[src/rtl/sim_cache_core.sv]
// rtl/sim_cache_core.sv - unified direct-mapped write-through cache, two slave ports, one master; SIM_CACHE_STATS_EN adds hit/miss counters
module sim_cache_core #(
  parameter int ADDR_W     = 32,
  parameter int LINE_WORDS = 4,
  parameter int NUM_LINES  = 16
) (
  input  logic              clk_clk,
  input  logic              reset_reset_n,
  input  logic [ADDR_W-1:0] avs_inst_address,
  input  logic              avs_inst_read,
  output logic              avs_inst_waitrequest,
  output logic [31:0]       avs_inst_readdata,
  output logic              avs_inst_readdatavalid,
  input  logic [ADDR_W-1:0] avs_data_address,
  input  logic              avs_data_read,
  input  logic              avs_data_write,
  input  logic [3:0]        avs_data_byteenable,
  input  logic [31:0]       avs_data_writedata,
  output logic              avs_data_waitrequest,
  output logic [31:0]       avs_data_readdata,
  output logic              avs_data_readdatavalid,
  output logic [ADDR_W-1:0] avm_mem_address,
  output logic              avm_mem_read,
  output logic              avm_mem_write,
  output logic [3:0]        avm_mem_byteenable,
  output logic [31:0]       avm_mem_writedata,
  input  logic              avm_mem_waitrequest,
  input  logic [31:0]       avm_mem_readdata,
  input  logic              avm_mem_readdatavalid
`ifdef SIM_CACHE_STATS_EN
  ,
  output logic [31:0]       stat_hits,
  output logic [31:0]       stat_misses
`endif
);

  localparam int OFF_W = $clog2(LINE_WORDS);
  localparam int IDX_W = $clog2(NUM_LINES);
  localparam int TAG_W = ADDR_W - OFF_W - IDX_W - 2;

  localparam logic [2:0] S_IDLE   = 3'd0;
  localparam logic [2:0] S_LOOKUP = 3'd1;
  localparam logic [2:0] S_REFILL = 3'd2;
  localparam logic [2:0] S_WTHRU  = 3'd3;
  localparam logic [2:0] S_RESP   = 3'd4;

  logic [2:0]        state_q, state_d;
  logic              prio_data_q, prio_data_d;   // 1: data port wins a tie
  logic              port_data_q, port_data_d;   // request in flight came from the data port
  logic              is_write_q, is_write_d;
  logic [ADDR_W-1:0] addr_q, addr_d;
  logic [3:0]        be_q, be_d;
  logic [31:0]       wdata_q, wdata_d;
  logic [OFF_W-1:0]  cnt_q, cnt_d;               // refill word counter
  logic              pend_q, pend_d;             // refill read accepted, awaiting data
  logic [31:0]       inst_rdata_q, inst_rdata_d;
  logic [31:0]       data_rdata_q, data_rdata_d;

  logic [NUM_LINES-1:0] valid_q;
  logic [TAG_W-1:0]     tag_q  [NUM_LINES];
  logic [31:0]          data_q [NUM_LINES*LINE_WORDS];

  logic [OFF_W-1:0]       req_off;
  logic [IDX_W-1:0]       req_idx;
  logic [TAG_W-1:0]       req_tag;
  logic                   hit;
  logic [31:0]            cur_word;
  logic [31:0]            merged_word;
  logic                   grant_data, grant_inst;
  logic                   accept_data, accept_inst;
  logic                   arr_we;
  logic [IDX_W+OFF_W-1:0] arr_waddr;
  logic [31:0]            arr_wdata;
  logic                   fill_done;
  logic                   resp_load;
  logic [31:0]            resp_word;

  assign req_off  = addr_q[OFF_W+1:2];
  assign req_idx  = addr_q[OFF_W+IDX_W+1:OFF_W+2];
  assign req_tag  = addr_q[ADDR_W-1:OFF_W+IDX_W+2];
  assign hit      = valid_q[req_idx] && (tag_q[req_idx] == req_tag);
  assign cur_word = data_q[{req_idx, req_off}];

  // Arbitration and port handshakes: only the granted port sees waitrequest low, and only in IDLE
  always_comb begin
    grant_data = (avs_data_read || avs_data_write) && (!avs_inst_read || prio_data_q);
    grant_inst = avs_inst_read && !grant_data;
    avs_data_waitrequest = !(reset_reset_n && (state_q == S_IDLE) && grant_data);
    avs_inst_waitrequest = !(reset_reset_n && (state_q == S_IDLE) && grant_inst);
    accept_data = grant_data && !avs_data_waitrequest;
    accept_inst = grant_inst && !avs_inst_waitrequest;
  end

  // Byte-lane merge of the pending write into the cached word
  always_comb begin
    merged_word = cur_word;
    for (int b = 0; b < 4; b++) begin
      if (be_q[b]) merged_word[8*b +: 8] = wdata_q[8*b +: 8];
    end
  end

  // Transaction sequencing, array write controls and response capture
  always_comb begin
    state_d      = state_q;
    prio_data_d  = prio_data_q;
    port_data_d  = port_data_q;
    is_write_d   = is_write_q;
    addr_d       = addr_q;
    be_d         = be_q;
    wdata_d      = wdata_q;
    cnt_d        = cnt_q;
    pend_d       = pend_q;
    inst_rdata_d = inst_rdata_q;
    data_rdata_d = data_rdata_q;
    arr_we       = 1'b0;
    arr_waddr    = {req_idx, req_off};
    arr_wdata    = merged_word;
    fill_done    = 1'b0;
    resp_load    = 1'b0;
    resp_word    = cur_word;
    case (state_q)
      S_IDLE: begin
        if (accept_data || accept_inst) begin
          state_d     = S_LOOKUP;
          port_data_d = accept_data;
          prio_data_d = !accept_data;
          is_write_d  = accept_data && avs_data_write;
          addr_d      = accept_data ? avs_data_address : avs_inst_address;
          be_d        = avs_data_byteenable;
          wdata_d     = avs_data_writedata;
        end
      end
      S_LOOKUP: begin
        if (is_write_q) begin
          arr_we  = hit;
          state_d = S_WTHRU;
        end else if (hit) begin
          resp_load = 1'b1;
          state_d   = S_RESP;
        end else begin
          cnt_d   = '0;
          pend_d  = 1'b0;
          state_d = S_REFILL;
        end
      end
      S_REFILL: begin
        if (!pend_q) begin
          if (!avm_mem_waitrequest) pend_d = 1'b1;
        end else if (avm_mem_readdatavalid) begin
          pend_d    = 1'b0;
          arr_we    = 1'b1;
          arr_waddr = {req_idx, cnt_q};
          arr_wdata = avm_mem_readdata;
          cnt_d     = cnt_q + OFF_W'(1);
          if (&cnt_q) begin
            fill_done = 1'b1;
            resp_load = 1'b1;
            // earlier words of the line are already in the array; the last one is still on the bus
            resp_word = (cnt_q == req_off) ? avm_mem_readdata : cur_word;
            state_d   = S_RESP;
          end
        end
      end
      S_WTHRU: begin
        if (!avm_mem_waitrequest) state_d = S_RESP;
      end
      S_RESP:  state_d = S_IDLE;
      default: state_d = S_IDLE;
    endcase
    if (resp_load) begin
      if (port_data_q) data_rdata_d = resp_word;
      else             inst_rdata_d = resp_word;
    end
  end

  // Master command and slave response outputs decoded from the current state
  always_comb begin
    avm_mem_read           = (state_q == S_REFILL) && !pend_q;
    avm_mem_write          = (state_q == S_WTHRU);
    avm_mem_address        = (state_q == S_WTHRU) ? addr_q : {req_tag, req_idx, cnt_q, 2'b00};
    avm_mem_byteenable     = (state_q == S_WTHRU) ? be_q : 4'b1111;
    avm_mem_writedata      = wdata_q;
    avs_inst_readdatavalid = (state_q == S_RESP) && !is_write_q && !port_data_q;
    avs_data_readdatavalid = (state_q == S_RESP) && !is_write_q && port_data_q;
    avs_inst_readdata      = inst_rdata_q;
    avs_data_readdata      = data_rdata_q;
  end

  // Control and response registers
  always_ff @(posedge clk_clk) begin
    if (!reset_reset_n) begin
      state_q      <= S_IDLE;
      prio_data_q  <= 1'b1;
      port_data_q  <= 1'b1;
      is_write_q   <= 1'b0;
      addr_q       <= '0;
      be_q         <= '0;
      wdata_q      <= '0;
      cnt_q        <= '0;
      pend_q       <= 1'b0;
      inst_rdata_q <= '0;
      data_rdata_q <= '0;
    end else begin
      state_q      <= state_d;
      prio_data_q  <= prio_data_d;
      port_data_q  <= port_data_d;
      is_write_q   <= is_write_d;
      addr_q       <= addr_d;
      be_q         <= be_d;
      wdata_q      <= wdata_d;
      cnt_q        <= cnt_d;
      pend_q       <= pend_d;
      inst_rdata_q <= inst_rdata_d;
      data_rdata_q <= data_rdata_d;
    end
  end

  // Valid bits: cleared by reset, set once a whole line has been refilled
  always_ff @(posedge clk_clk) begin
    if (!reset_reset_n) valid_q <= '0;
    else if (fill_done) valid_q[req_idx] <= 1'b1;
  end

  // Tag and data storage, unreset since valid bits gate every use
  always_ff @(posedge clk_clk) begin
    if (reset_reset_n && arr_we)    data_q[arr_waddr] <= arr_wdata;
    if (reset_reset_n && fill_done) tag_q[req_idx]    <= req_tag;
  end

`ifdef SIM_CACHE_STATS_EN
  logic [31:0] hits_q, hits_d;
  logic [31:0] misses_q, misses_d;

  // Saturating counters of LOOKUP outcomes
  always_comb begin
    hits_d   = hits_q;
    misses_d = misses_q;
    if (state_q == S_LOOKUP) begin
      if (hit && (hits_q != '1))        hits_d   = hits_q + 32'd1;
      if (!hit && (misses_q != '1))     misses_d = misses_q + 32'd1;
    end
  end

  // Counter registers
  always_ff @(posedge clk_clk) begin
    if (!reset_reset_n) begin
      hits_q   <= '0;
      misses_q <= '0;
    end else begin
      hits_q   <= hits_d;
      misses_q <= misses_d;
    end
  end

  assign stat_hits   = hits_q;
  assign stat_misses = misses_q;
`endif

endmodule

[config.mk]
export PLATFORM = sky130hd
export DESIGN_NAME = sim_cache_core
export DESIGN_NICKNAME = d
export VERILOG_FILES = /design/src/rtl/sim_cache_core.sv
export SDC_FILE = /design/constraint.sdc
export NUM_CORES = 2
export LEC_CHECK = 0
export BUFFER_PORTS_ARGS = -buffer_cell sky130_fd_sc_hd__buf_2
export CAP_MARGIN = 20
export CORE_UTILIZATION = 30
export CTS_CLUSTER_DIAMETER = 80
export DETAILED_ROUTE_END_ITERATION = 8
export PLACE_DENSITY_LB_ADDON = 0.25
export SLEW_MARGIN = 20
export SYNTH_ARGS = -nofsm -noshare
export SYNTH_HDL_FRONTEND = slang
export SYNTH_SLANG_ARGS = --single-unit
[constraint.sdc]
create_clock -name clk_clk -period 8.45 [get_ports clk_clk]
set_clock_uncertainty 0.1 [all_clocks]
set_input_delay 0.4225 -clock clk_clk [delete_from_list [all_inputs] [get_ports clk_clk]]
set_output_delay 0.4225 -clock clk_clk [all_outputs]
set_load 0.02 [all_outputs]
==> impl_metrics.tcl <==
set metrics [dict create \
    status "finished clean" \
    crit_slowest_cell "nor4b_1" \
    synth_top_family_by_area "multiplexers" \
    dpl_cell_area_um2 112000 \
    wire_per_inst_um 30.2 \
    synth_edf_count 2432 \
    htree_levels 5 \
    cts_num_sinks 2595 \
    async_flop_share_pct 0 \
    fmax_mhz 150 \
    critical_path_required_ns 8.85 \
    crit_type "reg -> reg" \
    overflow 0 \
    grt_usage_pct 18.2 \
    final-setup-viol-count 0 \
    startpoint_type "flop" \
    synthFlopType "edfxtp_1" \
    numCtsBuffers 287 \
    critPathMaxFanout 58 \
    grt_setup_unrepaired "no" \
    multiInputGateArea_um2 26100 \
    core-area_um2 340000 \
    crit_path_end_kind "flop" \
    fillers 31454 \
    yosys.area_share.simple_pct 3.75 \
    grt_first_pass_wirelength_um 449000 \
    hp-class "in -> reg" \
    synth_area_um2 103000 \
    area_growth_syn_to_layout_pct 18.7 \
    post_cts_buffers 0 \
    die_y_um 587 \
    ys_types 67 \
    peakVddDrop_v 0.000262 \
    synth_top_cell_by_area "edfxtp_1" \
    die_width_um 587 \
    synth_area_leaders "edfxtp_1 (71%), mux4_2 (13%), dfxtp_1 (3.2%)" \
    clk_path_buf_depth 4 \
    ant_nets 0 \
    ys_seq_elements 2595 \
    endpoint "data_q[56][17]" \
    clock_latency_ns 0.91 \
    via_per_inst 5.29 \
    holdBufCountCts 108 \
    nets 6012 \
    yosysWarnings 0 \
    final_area_um2 122000 \
    synthAdderAreaFrac_pct 0.0122 \
    worst_slew_pin_slew_ns 1.26 \
    synth_top_area_share_pct 71.0 \
    antenna_found_initial 18 \
    die_area_um2 345000 \
    cts-resized-gates 0 \
    grt_start_max_net_pins 113 \
    path_depth 11 \
    reg2reg_to "data_q[56][17]" \
    gp_congestion 0.886 \
    max_stage_delay_ns 1.06 \
    cts_tree "done" \
    drc 0 \
    maxCapViolCount 0 \
    period_share_pct 79.0 \
    critPathTopFamily "simple AND/OR/NAND/NOR gates" \
    finalCriticalPeriod_ns 6.67 \
    drive_above_1_share_pct 28.5 \
    cts_root_buf "clkbuf_16" \
    whs_ns 0.0943 \
    avgSynthCellArea_um2 19.2 \
    regArea_um2 76300 \
    clk_pin_slew_worst_paths_ns 0.06 \
    r2r_setup_slack_ns 1.78 \
    num_vias 56328 \
    grt_pass1_vias 56491 \
    yosysSeqAreaShare_pct 74.2 \
    leakagePower_uw 0.0373 \
    slew_violations 0 \
    utilization_pct 35.9 \
    cpMostUsedCell "buf_4" \
    synth_compound_area_share_pct 4.97 \
    cp.arrival_ns 7.08 \
    place.port_buffers 276 \
    synth-xor-area-share_pct 0.187 \
    power.density_nw_per_um2 307 \
    finalWirelength_um 322000 \
    r2r_cells 11 \
    synthCells 5352 \
    crit_chain "buf_4 -> mux2i_1 -> a22o_1 -> o21ai_0 -> nor3b_1 -> o2111ai_1 -> nor4b_1 -> nand4_1 -> buf_4 -> a21oi_4 -> buf_4" \
    start_util_pct 30.2 \
    crit_buf_inv 3 \
    synth_nets 5492 \
    rows 214 \
    tns_ns 0 \
    hold_viol 0 \
    io_pins 277 \
    first_iter_violations 6362 \
    dr.pass1.iters 6 \
    place.detailed.hpwl_um 202000 \
    synth.area.mux_share_pct 15.1 \
    relSlewSlack_pct 15.4 \
]
final cells by class:
cell class                      count  share of cell area, %
Sequential cell                  2595                   62.5
Multi-Input combinational cell   2344                   21.4
Clock buffer                      351                   6.28
Tap cell                         4536                   4.65
Timing Repair Buffer              635                   3.86
Clock inverter                    162                   1.23
Antenna cell                       16                 0.0328
Inverter                            9                 0.0287
cell families after synthesis:
family	Yosys count
DFF	2595
xor gates and xnor gates	22
muxes	825
adders and majority gates	1
buffers and inverters	413
AOI/OAI and AO/OA	687
and+or+nand+nor	809
worst register-to-register path: stages (launching register included):
cell and delay (ns):
dfxtp_4 0.83, buf_4 0.91, mux2i_1 0.23, a22o_1 0.32, o21ai_0 0.15, nor3b_1 0.39
o2111ai_1 0.15, nor4b_1 1.06, nand4_1 0.35, buf_4 0.42, a21oi_4 0.93, buf_4 0.41
worst min-delay path by stage:
| stage | start | to | slack, ns | cells after the start |
|---|---|---|---|---|
| global placement | valid_q[4] | valid_q[4] | 0.33 | 1 |
| detailed placement | valid_q[13] | valid_q[13] | 0.34 | 1 |
| floorplan | valid_q[10] | valid_q[10] | 0.32 | 1 |
| finish | avm_mem_readdata[0] | avs_data_readdata[0] | 0.09 | 5 |
| global route | avm_mem_readdata[1] | data_q[9][1] | 0.08 | 3 |
| CTS | avm_mem_readdatavalid | state_q[0] | 0.02 | 5 |
synthesized netlist by cell type, types with 38 or more instances:
cell	n
a21oi_1	143
nand4_1	102
nor2_1	183
o21ai_0	98
mux4_2	580
buf_1	38
a221oi_1	81
nand2_1	302
mux2i_1	222
clkbuf_1	264
o311ai_1	60
dfxtp_1	163
or3_1	68
buf_2	60
nand3_1	52
buf_4	41
edfxtp_1	2432
a22oi_1	73
cell usage in the layout, fill, tap and decap left out, drive strengths merged, types with 68 or more instances in the layout:
master       Yosys  layout
buf            140     527
a21oi          143     143
nand4          105     105
mux2i          222     222
or3             68      68
a221oi          81      81
nand2          302     302
clkinv           0     115
edfxtp        2432    2432
mux4           580     580
a22oi           73      73
dfxtp          163     163
clkbuf         264     351
dlygate4sd3      0     108
nor2           183     183
o21ai           98      98
registers in the layout, summed over array words and instances, names as in the netlist, 2 cells and up, named ones only:
name	count
addr_q	32
cnt_q	2
avs_data_readdata	32
state_q	3
valid_q	16
data_q	2048
tag_q	384
avm_mem_writedata	32
be_q	4
avs_inst_readdata	32
metal layers:
metal / track usage [%] / wire [um] / up-vias
met5: 0 / 13 / -
met4: 8.06 / 15300 / 2
met3: 2.58 / 17800 / 461
met2: 29.6 / 154000 / 2044
met1: 24.4 / 135000 / 30408
li1: - / - / 23413
per-stage QoR:
stage	total power, uW	worst slack (ns)	instances
detailed placement	25300	1.84	10009
floorplan	21600	2.13	5352
finish	37400	1.78	10648
global placement	25200	1.95	10007
global route	38700	1.64	10645
CTS	37700	1.71	10630
power breakdown:
part           internal (uW)  switching, uW  total, uW
sequential             16500            328      16900
combinational           2380           5880       8260
clock                   7160           5160      12300
Note: power is estimated with default switching activity, not from simulation.
